$ cat src/rtl/sm_dm_arbiter_if.sv
// Bus bundles for the data-memory arbiter: a core-side port (with error flag)
// and a memory-side port. The master modport is the side that issues requests.
interface sm_dm_arbiter_if;
  logic        req;
  logic [31:0] addr;
  logic        we;
  logic [31:0] wdata;
  logic [31:0] rdata;
  logic        ack;
  logic        err;

  modport master (output req, addr, we, wdata, input rdata, ack, err);
  modport slave  (input req, addr, we, wdata, output rdata, ack, err);
endinterface

interface sm_dm_mem_if;
  logic        req;
  logic [31:0] addr;
  logic        we;
  logic [31:0] wdata;
  logic [31:0] rdata;
  logic        ack;

  modport master (output req, addr, we, wdata, input rdata, ack);
  modport slave  (input req, addr, we, wdata, output rdata, ack);
endinterface

$ cat src/rtl/sm_dm_arbiter.sv
// Two-core round-robin arbiter onto one data-memory port, with registered
// slave-side signals, a one-cycle ack per access and a slave-response timeout.
module sm_dm_arbiter #(
  parameter int unsigned TIMEOUT  = 255,
  parameter logic [31:0] ERR_DATA = 32'hDEADBEEF
) (
  input  logic           clk,
  input  logic           rst,
  sm_dm_arbiter_if.slave m0,
  sm_dm_arbiter_if.slave m1,
  sm_dm_mem_if.master    s
);
  // IDLE: arbitrate | BUSY: s_req held, wait s_ack or timeout | RESP: ack winner
  typedef enum logic [1:0] {IDLE, BUSY, RESP} state_t;

  localparam bit          TO_EN   = (TIMEOUT != 0);
  localparam logic [15:0] TO_LAST = TO_EN ? 16'(TIMEOUT - 1) : 16'd0;

  state_t      state_q;
  logic        gnt_id_q;
  logic        last_grant_q;
  logic [15:0] cnt_q;
  logic        s_req_q;
  logic        s_we_q;
  logic [31:0] s_addr_q;
  logic [31:0] s_wdata_q;
  logic        m0_ack_q;
  logic        m1_ack_q;
  logic        m0_err_q;
  logic        m1_err_q;
  logic [31:0] m0_rdata_q;
  logic [31:0] m1_rdata_q;

  logic        gnt_valid_d;
  logic        gnt_id_d;
  logic        done_d;
  logic        err_d;
  logic [31:0] resp_d;

  always_comb begin
    gnt_valid_d = m0.req | m1.req;
    if (m0.req && m1.req) gnt_id_d = ~last_grant_q;
    else                  gnt_id_d = m1.req;

    // s_ack takes precedence over a timeout landing in the same cycle
    done_d = 1'b0;
    err_d  = 1'b0;
    resp_d = '0;
    if (s.ack) begin
      done_d = 1'b1;
      resp_d = s_we_q ? 32'd0 : s.rdata;
    end else if (TO_EN && (cnt_q == TO_LAST)) begin
      done_d = 1'b1;
      err_d  = 1'b1;
      resp_d = ERR_DATA;
    end
  end

  always_ff @(posedge clk or posedge rst) begin
    if (rst) begin
      state_q      <= IDLE;
      gnt_id_q     <= 1'b0;
      last_grant_q <= 1'b1;
      cnt_q        <= '0;
      s_req_q      <= 1'b0;
      s_we_q       <= 1'b0;
      s_addr_q     <= '0;
      s_wdata_q    <= '0;
      m0_ack_q     <= 1'b0;
      m1_ack_q     <= 1'b0;
      m0_err_q     <= 1'b0;
      m1_err_q     <= 1'b0;
      m0_rdata_q   <= '0;
      m1_rdata_q   <= '0;
    end else begin
      m0_ack_q <= 1'b0;
      m1_ack_q <= 1'b0;
      case (state_q)
        IDLE: begin
          if (gnt_valid_d) begin
            gnt_id_q  <= gnt_id_d;
            s_addr_q  <= gnt_id_d ? m1.addr  : m0.addr;
            s_we_q    <= gnt_id_d ? m1.we    : m0.we;
            s_wdata_q <= gnt_id_d ? m1.wdata : m0.wdata;
            cnt_q     <= '0;
            s_req_q   <= 1'b1;
            state_q   <= BUSY;
          end
        end
        BUSY: begin
          if (done_d) begin
            s_req_q <= 1'b0;
            state_q <= RESP;
            if (gnt_id_q) begin
              m1_ack_q   <= 1'b1;
              m1_rdata_q <= resp_d;
              m1_err_q   <= err_d;
            end else begin
              m0_ack_q   <= 1'b1;
              m0_rdata_q <= resp_d;
              m0_err_q   <= err_d;
            end
          end else if (cnt_q != 16'hFFFF) begin
            cnt_q <= cnt_q + 16'd1;
          end
        end
        RESP: begin
          last_grant_q <= gnt_id_q;
          state_q      <= IDLE;
        end
        default: state_q <= IDLE;
      endcase
    end
  end

  assign s.req     = s_req_q;
  assign s.addr    = s_addr_q;
  assign s.we      = s_we_q;
  assign s.wdata   = s_wdata_q;
  assign m0.ack    = m0_ack_q;
  assign m0.rdata  = m0_rdata_q;
  assign m0.err    = m0_err_q;
  assign m1.ack    = m1_ack_q;
  assign m1.rdata  = m1_rdata_q;
  assign m1.err    = m1_err_q;
endmodule

$ cat src/flat_wrapper.sv
// flat-port wrapper written by rule: the top's interface ports become plain ports
module sm_dm_arbiter_flat 
#(
  parameter int unsigned TIMEOUT  = 255,
  parameter logic [31:0] ERR_DATA = 32'hDEADBEEF
)
  (clk, rst, m0_req, m0_addr, m0_we, m0_wdata, m0_rdata, m0_ack, m0_err, m1_req, m1_addr, m1_we, m1_wdata, m1_rdata, m1_ack, m1_err, s_req, s_addr, s_we, s_wdata, s_rdata, s_ack);
  sm_dm_arbiter_if m0_i ();
  sm_dm_arbiter_if m1_i ();
  sm_dm_mem_if s_i ();
  input  logic clk;
  input  logic rst;
  input wire logic [$bits(m0_i.req)-1:0] m0_req;
  input wire logic [$bits(m0_i.addr)-1:0] m0_addr;
  input wire logic [$bits(m0_i.we)-1:0] m0_we;
  input wire logic [$bits(m0_i.wdata)-1:0] m0_wdata;
  output wire logic [$bits(m0_i.rdata)-1:0] m0_rdata;
  output wire logic [$bits(m0_i.ack)-1:0] m0_ack;
  output wire logic [$bits(m0_i.err)-1:0] m0_err;
  input wire logic [$bits(m1_i.req)-1:0] m1_req;
  input wire logic [$bits(m1_i.addr)-1:0] m1_addr;
  input wire logic [$bits(m1_i.we)-1:0] m1_we;
  input wire logic [$bits(m1_i.wdata)-1:0] m1_wdata;
  output wire logic [$bits(m1_i.rdata)-1:0] m1_rdata;
  output wire logic [$bits(m1_i.ack)-1:0] m1_ack;
  output wire logic [$bits(m1_i.err)-1:0] m1_err;
  output wire logic [$bits(s_i.req)-1:0] s_req;
  output wire logic [$bits(s_i.addr)-1:0] s_addr;
  output wire logic [$bits(s_i.we)-1:0] s_we;
  output wire logic [$bits(s_i.wdata)-1:0] s_wdata;
  input wire logic [$bits(s_i.rdata)-1:0] s_rdata;
  input wire logic [$bits(s_i.ack)-1:0] s_ack;
  assign m0_i.req = m0_req;
  assign m0_i.addr = m0_addr;
  assign m0_i.we = m0_we;
  assign m0_i.wdata = m0_wdata;
  assign m0_rdata = m0_i.rdata;
  assign m0_ack = m0_i.ack;
  assign m0_err = m0_i.err;
  assign m1_i.req = m1_req;
  assign m1_i.addr = m1_addr;
  assign m1_i.we = m1_we;
  assign m1_i.wdata = m1_wdata;
  assign m1_rdata = m1_i.rdata;
  assign m1_ack = m1_i.ack;
  assign m1_err = m1_i.err;
  assign s_req = s_i.req;
  assign s_addr = s_i.addr;
  assign s_we = s_i.we;
  assign s_wdata = s_i.wdata;
  assign s_i.rdata = s_rdata;
  assign s_i.ack = s_ack;
  sm_dm_arbiter #(.TIMEOUT(TIMEOUT), .ERR_DATA(ERR_DATA)) u_core (.clk(clk), .rst(rst), .m0(m0_i), .m1(m1_i), .s(s_i));
endmodule
$ cat config.mk
export PLATFORM = sky130hd
export DESIGN_NAME = sm_dm_arbiter_flat
export DESIGN_NICKNAME = d
export VERILOG_FILES = /design/src/rtl/sm_dm_arbiter_if.sv /design/src/rtl/sm_dm_arbiter.sv /design/src/flat_wrapper.sv
export SDC_FILE = /design/constraint.sdc
export NUM_CORES = 1
export LEC_CHECK = 0
export CAP_MARGIN = 40
export CORE_UTILIZATION = 43
export CTS_CLUSTER_SIZE = 12
export DETAILED_ROUTE_END_ITERATION = 8
export MAX_ROUTING_LAYER = met4
export PLACE_DENSITY = 0.81
export SLEW_MARGIN = 40
export SYNTH_ARGS = -nofsm -noshare
export SYNTH_HDL_FRONTEND = slang
export SYNTH_SLANG_ARGS = --single-unit
$ cat constraint.sdc
create_clock -name clk -period 6.6 [get_ports clk]
set_clock_uncertainty 0.1 [all_clocks]
set_input_delay 1.98 -clock clk [delete_from_list [all_inputs] [get_ports clk]]
set_output_delay 1.98 -clock clk [all_outputs]
set_load 0.02 [all_outputs]
== Word level (Yosys, flattened, before mapping) ==
Index checks and enable logic that the tools add are counted.
Operators by class
  add/sub/neg operators: 1
  equal/unequal tests: 8
  muxes and demuxes: 26
  bitwise logic cells: 3
  reductions and logical operators: 9
Operators by type and width (number)
  $mux W32: 5
  $mux W16: 3
  $pmux W16 S2: 1
  $add A16 B1 Y16 const B: 1
  $eq A16 B8 Y1 const B: 1
  $ne A16 B16 Y1 const B: 1
  $mux W1: 13
  $reduce_and A3 Y1: 3
  $ne A2 B1 Y1 const B: 3
  $mux W2: 2
  $pmux W2 S2: 1
  $reduce_and A2 Y1: 2
  $reduce_and A4 Y1: 1
  $eq A2 B1 Y1 const B: 1
  $eq A2 B2 Y1 const B: 1
  $logic_not A2 Y1: 1
  $ne A2 B2 Y1 const B: 1
  $not A1 Y1: 2
  $pmux W1 S2: 1
  $reduce_bool A2 Y1: 1
  $logic_and A1 B1 Y1: 1
  $or A1 B1 Y1: 1
Storage, ports and cells
  bits in registers: 154
  input bits: 167
  output and inout bits: 134
  logic and storage cells: 61

== Longest topological paths before layout ==
Gate-level depths: netlist of the first run.
  depth after elaboration: 5
  depth in mapped cells: 9
  gate-level depth less buffers: 8

== Least setup slack after synthesis of the first run ==
No wires, ideal clock.
  path kind: input to register
  start point: input port m1_req
  end point: register u_core.s_addr_q[14] (netlist: u_core.s.addr[14])
  arrival time: 3.342 ns
  setup slack: 3.025 ns
  cell stages on the path: 5
  cells stage by stage: a21boi_1 -> buf_1 -> buf_1 -> mux2i_1 -> o21ai_0
On the way
  word-level cells in the longest chain between the ends: 3
  elaborated cells on any way between the ends: 5
RTL lines
  from (decl): line flat_wrapper.sv:20  | input wire logic [$bits(m1_i.req)-1:0] m1_req;
  $logic_and A1 B1 Y1: line sm_dm_arbiter.sv:42  | if (m0.req && m1.req) gnt_id_d = ~last_grant_q;
  $mux W1: line sm_dm_arbiter.sv:42
  $mux W32: line sm_dm_arbiter.sv:82  | s_addr_q <= gnt_id_d ? m1.addr : m0.addr;
  to (signal assigned): line sm_dm_arbiter.sv:82
  to (decl): line sm_dm_arbiter.sv:25  | logic [31:0] s_addr_q;
Several ways; a longest one is shown, not always the timed one.
A chain may end at the register's enable or synchronous reset.

== Worst setup path in the final report of the first run ==
  start point: input port m0_req
  end point: register u_core.cnt_q[2]
On the way
  word-level cells in the longest chain between the ends: 3
RTL lines
  from (decl): line flat_wrapper.sv:13  | input wire logic [$bits(m0_i.req)-1:0] m0_req;
  $or A1 B1 Y1: line sm_dm_arbiter.sv:41  | gnt_valid_d = m0.req | m1.req;
  $ne A2 B1 Y1 (no source line)
  $reduce_and A4 Y1 (no source line)
  to (signal assigned): line sm_dm_arbiter.sv:104  | cnt_q <= cnt_q + 16'd1;
  to (decl): line sm_dm_arbiter.sv:22  | logic [15:0] cnt_q;
No other way between the ends.

==> results of run 1 <==
[per-stage QoR]
stage	power, mW	instances	util [%]	hold slack [ns]	worst slack, ns
2_1_floorplan	2.57	592	-	0.367	0.372
3_3_place_gp	3.47	1074	63.8	0.361	2.04
3_5_place_dp	3.53	1077	64.2	0.369	1.99
4_1_cts	4.54	1108	67.9	0.383	2.43
5_1_grt	4.74	1108	68.0	0.405	2.22
6_report	4.50	1108	68.0	0.378	2.41
[power breakdown]
part | internal (mW) | switching (mW)
Clock | 0.614 | 0.388
Combinational | 0.971 | 1.04
Sequential | 1.29 | 0.198
[final cells by class]
class	instances	area (um^2)	share of cell area (%)
repair buffers	309	3110	28.7
clock inverters	10	144	1.33
multi-input cells	390	2960	27.3
flip-flops and latches	154	3850	35.6
clock buffers	21	460	4.25
well taps	216	270	2.49
inverters	8	35.0	0.323
[worst max-delay path, stage by stage]
cell and delay, ns:
clkdlybuf4s50_1 0.49, o21ai_4 0.56, o31a_1 0.66, or3_1 0.49
o21ai_0 0.18
[metal layers]
| layer | share of wire, % | routed length, um | global-route usage (%) |
|---|---|---|---|
| met4 | 1.8 | 347 | 9.10 |
| met5 | 0 | 0 | - |
| met2 | 50 | 9710 | 38.8 |
| met1 | 40 | 7710 | 28.6 |
| met3 | 8.0 | 1550 | 6.36 |
[cell usage in the layout, fill, tap and decap left out, types with 2 or more instances in the layout]
| master | synthesis | final |
|---|---|---|
| a21o_1 | 25 | 25 |
| a21oi_1 | 3 | 3 |
| a31oi_1 | 4 | 4 |
| and2_1 | 6 | 6 |
| buf_4 | 4 | 4 |
| bufinv_16 | 0 | 3 |
| clkbuf_1 | 19 | 2 |
| clkbuf_16 | 0 | 17 |
| clkbuf_8 | 0 | 2 |
| clkdlybuf4s50_1 | 0 | 300 |
| clkinv_4 | 0 | 3 |
| clkinvlp_4 | 0 | 3 |
| dfrtp_1 | 153 | 153 |
| ha_1 | 2 | 2 |
| inv_1 | 7 | 6 |
| mux2_2 | 36 | 36 |
| mux2_4 | 27 | 27 |
| mux2i_1 | 67 | 67 |
| nand2_1 | 72 | 72 |
| nand2b_1 | 3 | 3 |
| nand3_1 | 9 | 9 |
| nand4_1 | 3 | 3 |
| nor2_1 | 5 | 5 |
| nor2b_2 | 0 | 2 |
| nor3_1 | 2 | 2 |
| o21ai_0 | 78 | 78 |
| o22ai_1 | 5 | 5 |
| o31ai_1 | 17 | 17 |
| o41ai_1 | 3 | 3 |
| or3_1 | 4 | 4 |
[path summary, 6_finish.rpt]
check	startpoint	to	slack, ns
worst max-delay path	m0_req	u_core.cnt_q[2]	2.41
worst min-delay path	u_core.s.addr[17]	u_core.s.addr[17]	0.38
worst max register to register	u_core.cnt_q[0]	u_core.cnt_q[2]	3.58
worst min register to register	u_core.s.addr[17]	u_core.s.addr[17]	0.38
max in group asynchronous	rst	u_core.s.addr[11]	3.45
min in group asynchronous	rst	u_core.m0.ack	1.85
[state kept, by name (all words and copies together), names as in the netlist, 2 cells and up]
name             count
u_core.m0.rdata     32
u_core.s.addr       32
u_core.cnt_q        16
u_core.state_q       2
u_core.m1.rdata     32
u_core.s.wdata      32
[cells by family after synthesis]
kind of cell	synth area share, %
AOI/OAI and AO/OA	12.2
adders and majority gates	0.355
buffers and inverters	3.69
DFF	54.7
muxes	21.2
and+or+nand+nor	7.87
==> flow_metrics.py, run 1 <==
metrics = {
    "clock_tree": {
        "htree_num_levels": 4,
        "numCtsBuffers": 17,
        "cts_resized": 0,
        "cts.sinks": 154,
        "ctsHoldBuffers": 0,
        "post_cts_buffers": 0,
        "clk_path_buf_depth": 2,
        "cts_root_buf": "clkbuf_16",
        "insertion_delay_ns": 0.42,
        "cts_tree": "done",
        "clkTransAtPathRegs_ns": 0.06,
    },
    "synthesis": {
        "synthTopCellsByArea": "dfrtp_1 54%, mux2i_1 9.5%, mux2_2 5.8%, mux2_4 5.8%, o21ai_0 5.5%",
        "synth_seq_cells": 154,
        "synth_fp_nets": 761,
        "yosysWarnings": 0,
        "ys.flop_type": "dfrtp_1",
        "synth_cell_types": 47,
        "mappedNetlistArea_um2": 7040,
        "synth-edff-count": 0,
        "synth.most_common_cell": "dfrtp_1",
        "synth_seq_area_share_pct": 54.7,
        "async_flop_share_pct": 100,
        "synth_top_area_cell": "dfrtp_1",
        "yosysTopAreaCellShare_pct": 54.4,
        "syn_avg_cell_area_um2": 11.9,
        "syn_inst": 592,
        "netlist_top_cells_count": "153 x dfrtp_1, 78 x o21ai_0, 72 x nand2_1, 67 x mux2i_1, 36 x mux2_2",
    },
    "finish": {
        "synthToLayoutAreaGrowth_pct": 53.8,
        "n_antenna_cell": 0,
        "final_area_um2": 10800,
        "drive_gt1_share_pct": 12.8,
        "fin_nets": 1049,
        "nFillCells": 1209,
    },
    "die": {
        "fp-row-count": 46,
        "die-width_um": 130,
        "fp.dieH_um": 130,
        "initial_core_util_pct": 44.2,
        "dieArea_um2": 16900,
        "ios": 301,
        "core_area_um2": 15900,
    },
    "drt": {
        "viasPerCell": 5.03,
        "drtIter0Drc": 214,
        "first_pass_iters": 4,
        "vias": 5576,
        "drt-total-wl_mm": 19.3,
        "final_antenna_net_count": 0,
        "drc_errors": 0,
        "wl_per_cell_um": 17.4,
    },
    "sta": {
        "final_max_slew_viol_count": 0,
        "hold_violations": 0,
        "max-slew-margin-rel_pct": 50.0,
        "period_share_pct": 63.5,
        "fmax_ghz": 0.239,
        "grt_setup_unrepaired": "no",
        "period_minus_slack_ns": 4.19,
        "worst_pin_slew_ns": 0.750,
        "finalSetupViolations": 0,
        "fin_tns_setup_ns": 0,
    },
    "power_and_ir_drop": {
        "peakVddDrop_v": 0.000238,
        "p_leak_nw": 4.88,
        "p_per_area_nw_per_um2": 415,
    },
    "placed_design": {
        "placed_area_um2": 10200,
        "dp_hpwl_mm": 14.2,
        "numPortBuffers": 300,
        "gp_congestion": 0.803,
    },
    "setup_path": {
        "critPathMaxFanout": 28,
        "critical_path_arrival_ns": 4.36,
        "end_kind": "flip-flop",
        "worstSetupStartpointType": "primary input",
        "path_class": "primary input to flip-flop",
        "worst-r2r-cell-count": 7,
        "cp.required_ns": 6.77,
    },
    "global_routing": {
        "antenna_found_initial": 0,
        "grt_pass1_wl_mm": 29.2,
        "grt_pass1_vias": 5367,
        "overflow": 0,
        "globalRouteTotalUtil_pct": 24.0,
        "grt_max_degree": 107,
    },
    "status": {
        "status": "finished, final reports clean",
    },
    "job": {
        "maxCapViolations": 0,
    },
    "hold_path": {
        "hold_path.class": "flip-flop to flip-flop",
        "whs_path_depth": 2,
    },
}
Power figures use the tool's default switching activity.
==> inputs of run 2 (changes only) <==
==> constraint.sdc (replaced) <==
create_clock -name clk -period 3.9 [get_ports clk]
set_clock_uncertainty 0.1 [all_clocks]
set_input_delay 1.17 -clock clk [delete_from_list [all_inputs] [get_ports clk]]
set_output_delay 1.17 -clock clk [all_outputs]
set_load 0.02 [all_outputs]
==> run 2 against run 1 <==
Routed wire length shrank 2.0%. Global-route usage shrank 0.81 points. Register-to-register slack lost 2.6 ns. Sequential power grew 68%. First-iteration DRC count shrank 12%. Worst setup slack lost 1.4 ns. Die area is the same. Critical path depth shrank 1. Design area grew 0.27%. Combinational power grew 71%. Clock power grew 60%. Via count grew 1.3%. Critical path type unchanged. Highest routed layer unchanged.
==> flow_metrics.py, run 2 (synthesis results as in run 1) <==
metrics = {
    "status": {
        "status": "finished, final reports clean",
    },
    "setup_path": {
        "reg2reg_slack_ns": 0.97,
        "worstSetupStartpointType": "primary input",
        "end_kind": "flip-flop",
        "worst-r2r-cell-count": 7,
        "critical_path_arrival_ns": 3.14,
        "path_class": "primary input to flip-flop",
        "r2r_end": "u_core.cnt_q[2]",
        "startpoint": "s_ack",
        "critPathMaxFanout": 17,
        "r2r_start": "u_core.cnt_q[0]",
        "cp.required_ns": 4.10,
    },
    "finish": {
        "fin_nets": 1054,
        "fin_util_pct": 68.1,
        "final_common_cell": "clkdlybuf4s50_1",
        "synthToLayoutAreaGrowth_pct": 54.2,
        "n_antenna_cell": 0,
        "final_cells": 1114,
        "drive_gt1_share_pct": 13.1,
        "layout_common_cells": "300 x clkdlybuf4s50_1, 153 x dfrtp_1, 78 x o21ai_0, 72 x nand2_1, 67 x mux2i_1",
        "final_area_um2": 10900,
    },
    "clock_tree": {
        "clk_path_buf_depth": 2,
        "insertion_delay_ns": 0.41,
        "cts_resized": 0,
        "post_cts_buffers": 0,
        "cts_root_buf": "clkbuf_16",
        "cts_tree": "done",
        "ctsHoldBuffers": 0,
        "clkTransAtPathRegs_ns": 0.06,
        "numCtsBuffers": 17,
        "htree_num_levels": 4,
        "cts.sinks": 154,
    },
    "sta": {
        "holdWs_ns": 0.375,
        "period_share_pct": 75.3,
        "fin_tns_setup_ns": 0,
        "fmax_ghz": 0.341,
        "finalSetupViolations": 0,
        "period_minus_slack_ns": 2.94,
        "hold_violations": 0,
        "final_max_slew_viol_count": 0,
        "layout_setup_ws_ns": 0.965,
        "worst_pin_slew_ns": 0.702,
        "max-slew-margin-rel_pct": 53.1,
        "grt_setup_unrepaired": "no",
    },
    "drt": {
        "drtIter0Drc": 188,
        "wl_per_cell_um": 17.0,
        "drt-total-wl_mm": 18.9,
        "drc_errors": 0,
        "vias": 5649,
        "first_pass_iters": 4,
        "viasPerCell": 5.07,
        "final_antenna_net_count": 0,
    },
    "placed_design": {
        "dp_hpwl_mm": 13.7,
        "placed_area_um2": 10300,
        "dp_slack_ns": 0.555,
        "gp_congestion": 0.825,
        "dp_cells": 1081,
        "numPortBuffers": 300,
    },
    "die": {
        "die-width_um": 130,
        "fp.dieH_um": 130,
        "fp-row-count": 46,
        "dieArea_um2": 16900,
        "core_area_um2": 15900,
        "initial_core_util_pct": 44.2,
        "ios": 301,
    },
    "hold_path": {
        "hold_path.class": "flip-flop to flip-flop",
        "whs_path_depth": 2,
        "hp-start": "u_core.s.wdata[30]",
        "hold_end": "u_core.s.wdata[30]",
    },
    "job": {
        "maxCapViolations": 0,
    },
    "global_routing": {
        "grt_pass1_vias": 5441,
        "globalRouteTotalUtil_pct": 23.1,
        "overflow": 0,
        "grt_max_degree": 155,
        "antenna_found_initial": 0,
        "grt_pass1_wl_mm": 28.5,
    },
    "power_and_ir_drop": {
        "p_leak_nw": 4.90,
        "totalPowerFinal_mw": 7.54,
        "peakVddDrop_v": 0.000492,
        "p_per_area_nw_per_um2": 694,
    },
}
run 2: changes by cell type in the layout (fill, tap and decap cells not counted), sizes merged:
cell / previous run / this run
inv: 8 / 9
bufinv: 3 / 2
clkinvlp: 3 / 4
clkinv: 4 / 3
buf: 9 / 14
clkbuf: 21 / 22
run 2: area by class of cell:
cell class | instances | area, um^2
fillers | 1225 | 5080
inverters | 8 | 33.8
clock buffers | 22 | 454
flip-flops and latches | 154 | 3850
repair buffers | 314 | 3180
clock inverters | 10 | 115
well taps | 216 | 270
multi-input cells | 390 | 2960
run 2: how the worst max path moves through the flow:
stage,slack (ns),endpoint,cells past startpoint
floorplan,0.69,u_core.cnt_q[0],1
CTS,1.0,u_core.cnt_q[2],7
detailed placement,0.55,u_core.cnt_q[12],4
finish,0.96,u_core.cnt_q[8],4
global placement,0.63,u_core.cnt_q[7],4
global route,0.84,u_core.cnt_q[2],7
run 2: power breakdown:
group,switching [mW],internal (mW)
logic,1.77,1.67
registers,0.325,2.18
clock network,0.639,0.959
run 2: layer usage:
layer	vias to the layer above	part of all wire, %	GRT usage [%]
met5	-	0	-
met4	0	1.5	7.87
met3	20	6.7	5.29
met2	248	50	38.1
met1	2672	42	28.0
li1	2709	-	-
run 2: worst max-delay path, stage by stage:
cell,delay [ns]
clkdlybuf4s50_1,0.50
o31a_1,0.54
or3_1,0.62
o41ai_1,0.30
==> inputs of run 3 (changes only) <==
==> constraint.sdc (replaced) <==
create_clock -name clk -period 2.8 [get_ports clk]
set_clock_uncertainty 0.1 [all_clocks]
set_input_delay 0.84 -clock clk [delete_from_list [all_inputs] [get_ports clk]]
set_output_delay 0.84 -clock clk [all_outputs]
set_load 0.02 [all_outputs]
==> run 3 against run 2 <==
Utilization rose by 1.0 points. Largest cell class unchanged. Power rose by 42%. Sequential power rose by 40%. Routed wire length rose by 2.2%. Register-to-register slack got worse by 0.82 ns. Final cell count rose by 0.99%. First-iteration DRC count rose by 22%. Clock-buffer cell count did not move. Critical endpoint is now u_core.m0.rdata[27]. Worst setup slack got worse by 0.82 ns.
==> flow_metrics.py, run 3 (synthesis results as in run 1) <==
metrics = {
    "sta": {
        "fin_tns_setup_ns": 0,
        "holdWs_ns": 0.377,
        "fmax_ghz": 0.377,
        "finalSetupViolations": 0,
        "grt_setup_unrepaired": "no",
        "max-slew-margin-rel_pct": 65.8,
        "hold_violations": 0,
        "period_minus_slack_ns": 2.65,
        "period_share_pct": 94.7,
        "worst_pin_slew_ns": 0.514,
        "final_max_slew_viol_count": 0,
    },
    "finish": {
        "fin_nets": 1065,
        "drive_gt1_share_pct": 14.2,
        "final-seq-area_um2": 3850,
        "layout_common_cells": "300 x clkdlybuf4s50_1, 153 x dfrtp_1, 78 x o21ai_0, 72 x nand2_1, 67 x mux2i_1",
        "final_common_cell": "clkdlybuf4s50_1",
        "synthToLayoutAreaGrowth_pct": 56.5,
        "final_area_um2": 11000,
        "multi_input_area_um2": 2960,
        "n_antenna_cell": 0,
        "nFillCells": 1207,
    },
    "setup_path": {
        "r2r_end": "u_core.m0.rdata[27]",
        "path_buf_inv": 2,
        "critical_path.top_delay_family": "simple AND/OR/NAND/NOR gates",
        "worstSetupStartpointType": "flip-flop",
        "path_cells": "inv_1 -> ha_1 -> or4b_4 -> nor4_4 -> o21a_2 -> and2b_2 -> buf_12 -> mux2_2",
        "reg2reg_slack_ns": 0.15,
        "cp.required_ns": 2.99,
        "worst-r2r-cell-count": 8,
        "path_class": "flip-flop to flip-flop",
        "critical_path_arrival_ns": 2.84,
        "end_kind": "flip-flop",
        "slowest_stage": "or4b_4",
        "critPathMaxFanout": 16,
        "r2r_start": "u_core.cnt_q[0]",
        "cpPeakStageDelay_ns": 0.46,
    },
    "placed_design": {
        "placed_area_um2": 10400,
        "gp_congestion": 0.827,
        "numPortBuffers": 300,
        "dp_hpwl_mm": 14.5,
    },
    "job": {
        "maxCapViolations": 0,
    },
    "global_routing": {
        "grt_pass1_vias": 5526,
        "antenna_found_initial": 0,
        "overflow": 0,
        "grt_max_degree": 133,
        "grt_pass1_wl_mm": 29.5,
        "globalRouteTotalUtil_pct": 23.9,
    },
    "die": {
        "fp.dieH_um": 130,
        "fp-row-count": 46,
        "initial_core_util_pct": 44.2,
        "dieArea_um2": 16900,
        "ios": 301,
        "core_area_um2": 15900,
        "die-width_um": 130,
    },
    "clock_tree": {
        "numCtsBuffers": 17,
        "insertion_delay_ns": 0.41,
        "ctsHoldBuffers": 0,
        "clk_path_buf_depth": 2,
        "clkTransAtPathRegs_ns": 0.06,
        "cts_tree": "done",
        "post_cts_buffers": 0,
        "cts.sinks": 154,
        "cts_resized": 0,
        "htree_num_levels": 4,
        "cts_root_buf": "clkbuf_16",
    },
    "hold_path": {
        "hold_end": "u_core.s.addr[2]",
        "hp-start": "u_core.s.addr[2]",
        "whs_path_depth": 2,
        "hold_path.class": "flip-flop to flip-flop",
    },
    "drt": {
        "viasPerCell": 5.10,
        "drt-total-wl_mm": 19.3,
        "drc_errors": 0,
        "first_pass_iters": 4,
        "final_antenna_net_count": 0,
        "wl_per_cell_um": 17.2,
        "drtIter0Drc": 229,
        "vias": 5743,
    },
    "power_and_ir_drop": {
        "p_leak_nw": 4.98,
        "totalPowerFinal_mw": 10.7,
        "peakVddDrop_v": 0.000440,
        "p_per_area_nw_per_um2": 971,
    },
    "status": {
        "status": "finished, final reports clean",
    },
}
run 3: area by class of cell:
type | count | share of cell area (%)
inverters | 8 | 0.306
well taps | 216 | 2.45
repair buffers | 325 | 30.1
flip-flops and latches | 154 | 35.0
clock buffers | 22 | 4.12
multi-input cells | 390 | 26.8
clock inverters | 10 | 1.27
run 3: how the worst max path moves through the flow:
stage,startpoint,endpoint,slack [ns],cells past startpoint
floorplan,rst,u_core.cnt_q[0],-0.08,1
global placement,m0_req,u_core.cnt_q[7],0.13,5
detailed placement,m0_req,u_core.cnt_q[7],0.07,5
CTS,u_core.cnt_q[0],u_core.m0.rdata[27],0.13,8
global route,u_core.cnt_q[0],u_core.m0.rdata[27],0.02,8
finish,u_core.cnt_q[0],u_core.m0.rdata[27],0.15,8
run 3: through the flow:
step | utilization, % | cells | worst slack, ns
final | 69.2 | 1125 | 0.147
after global placement | 65.4 | 1093 | 0.131
after detailed placement | 65.4 | 1093 | 0.0722
after floorplan | - | 592 | -0.0841
after CTS | 69.2 | 1125 | 0.130
after global routing | 69.2 | 1125 | 0.0247
run 3: report_power, final:
group / switching (mW) / total [mW] / internal, mW
sequential: 0.461 / 3.50 / 3.03
clock: 0.884 / 2.31 / 1.43
combinational: 2.50 / 4.90 / 2.40
total: 3.85 / 10.7 / 6.86
run 3: worst min-delay path, cell delays in order, from the launching register on:
cell     delay (ns)
dfrtp_1        0.34
nand2_1        0.04
o21ai_0        0.06
run 3: routing by layer:
metal | track usage [%] | routed length (um) | vias up
met2 | 39.2 | 9680 | 243
met5 | - | 0 | -
met4 | 8.62 | 474 | 0
met3 | 5.00 | 1190 | 31
met1 | 29.1 | 8000 | 2743
li1 | - | - | 2726
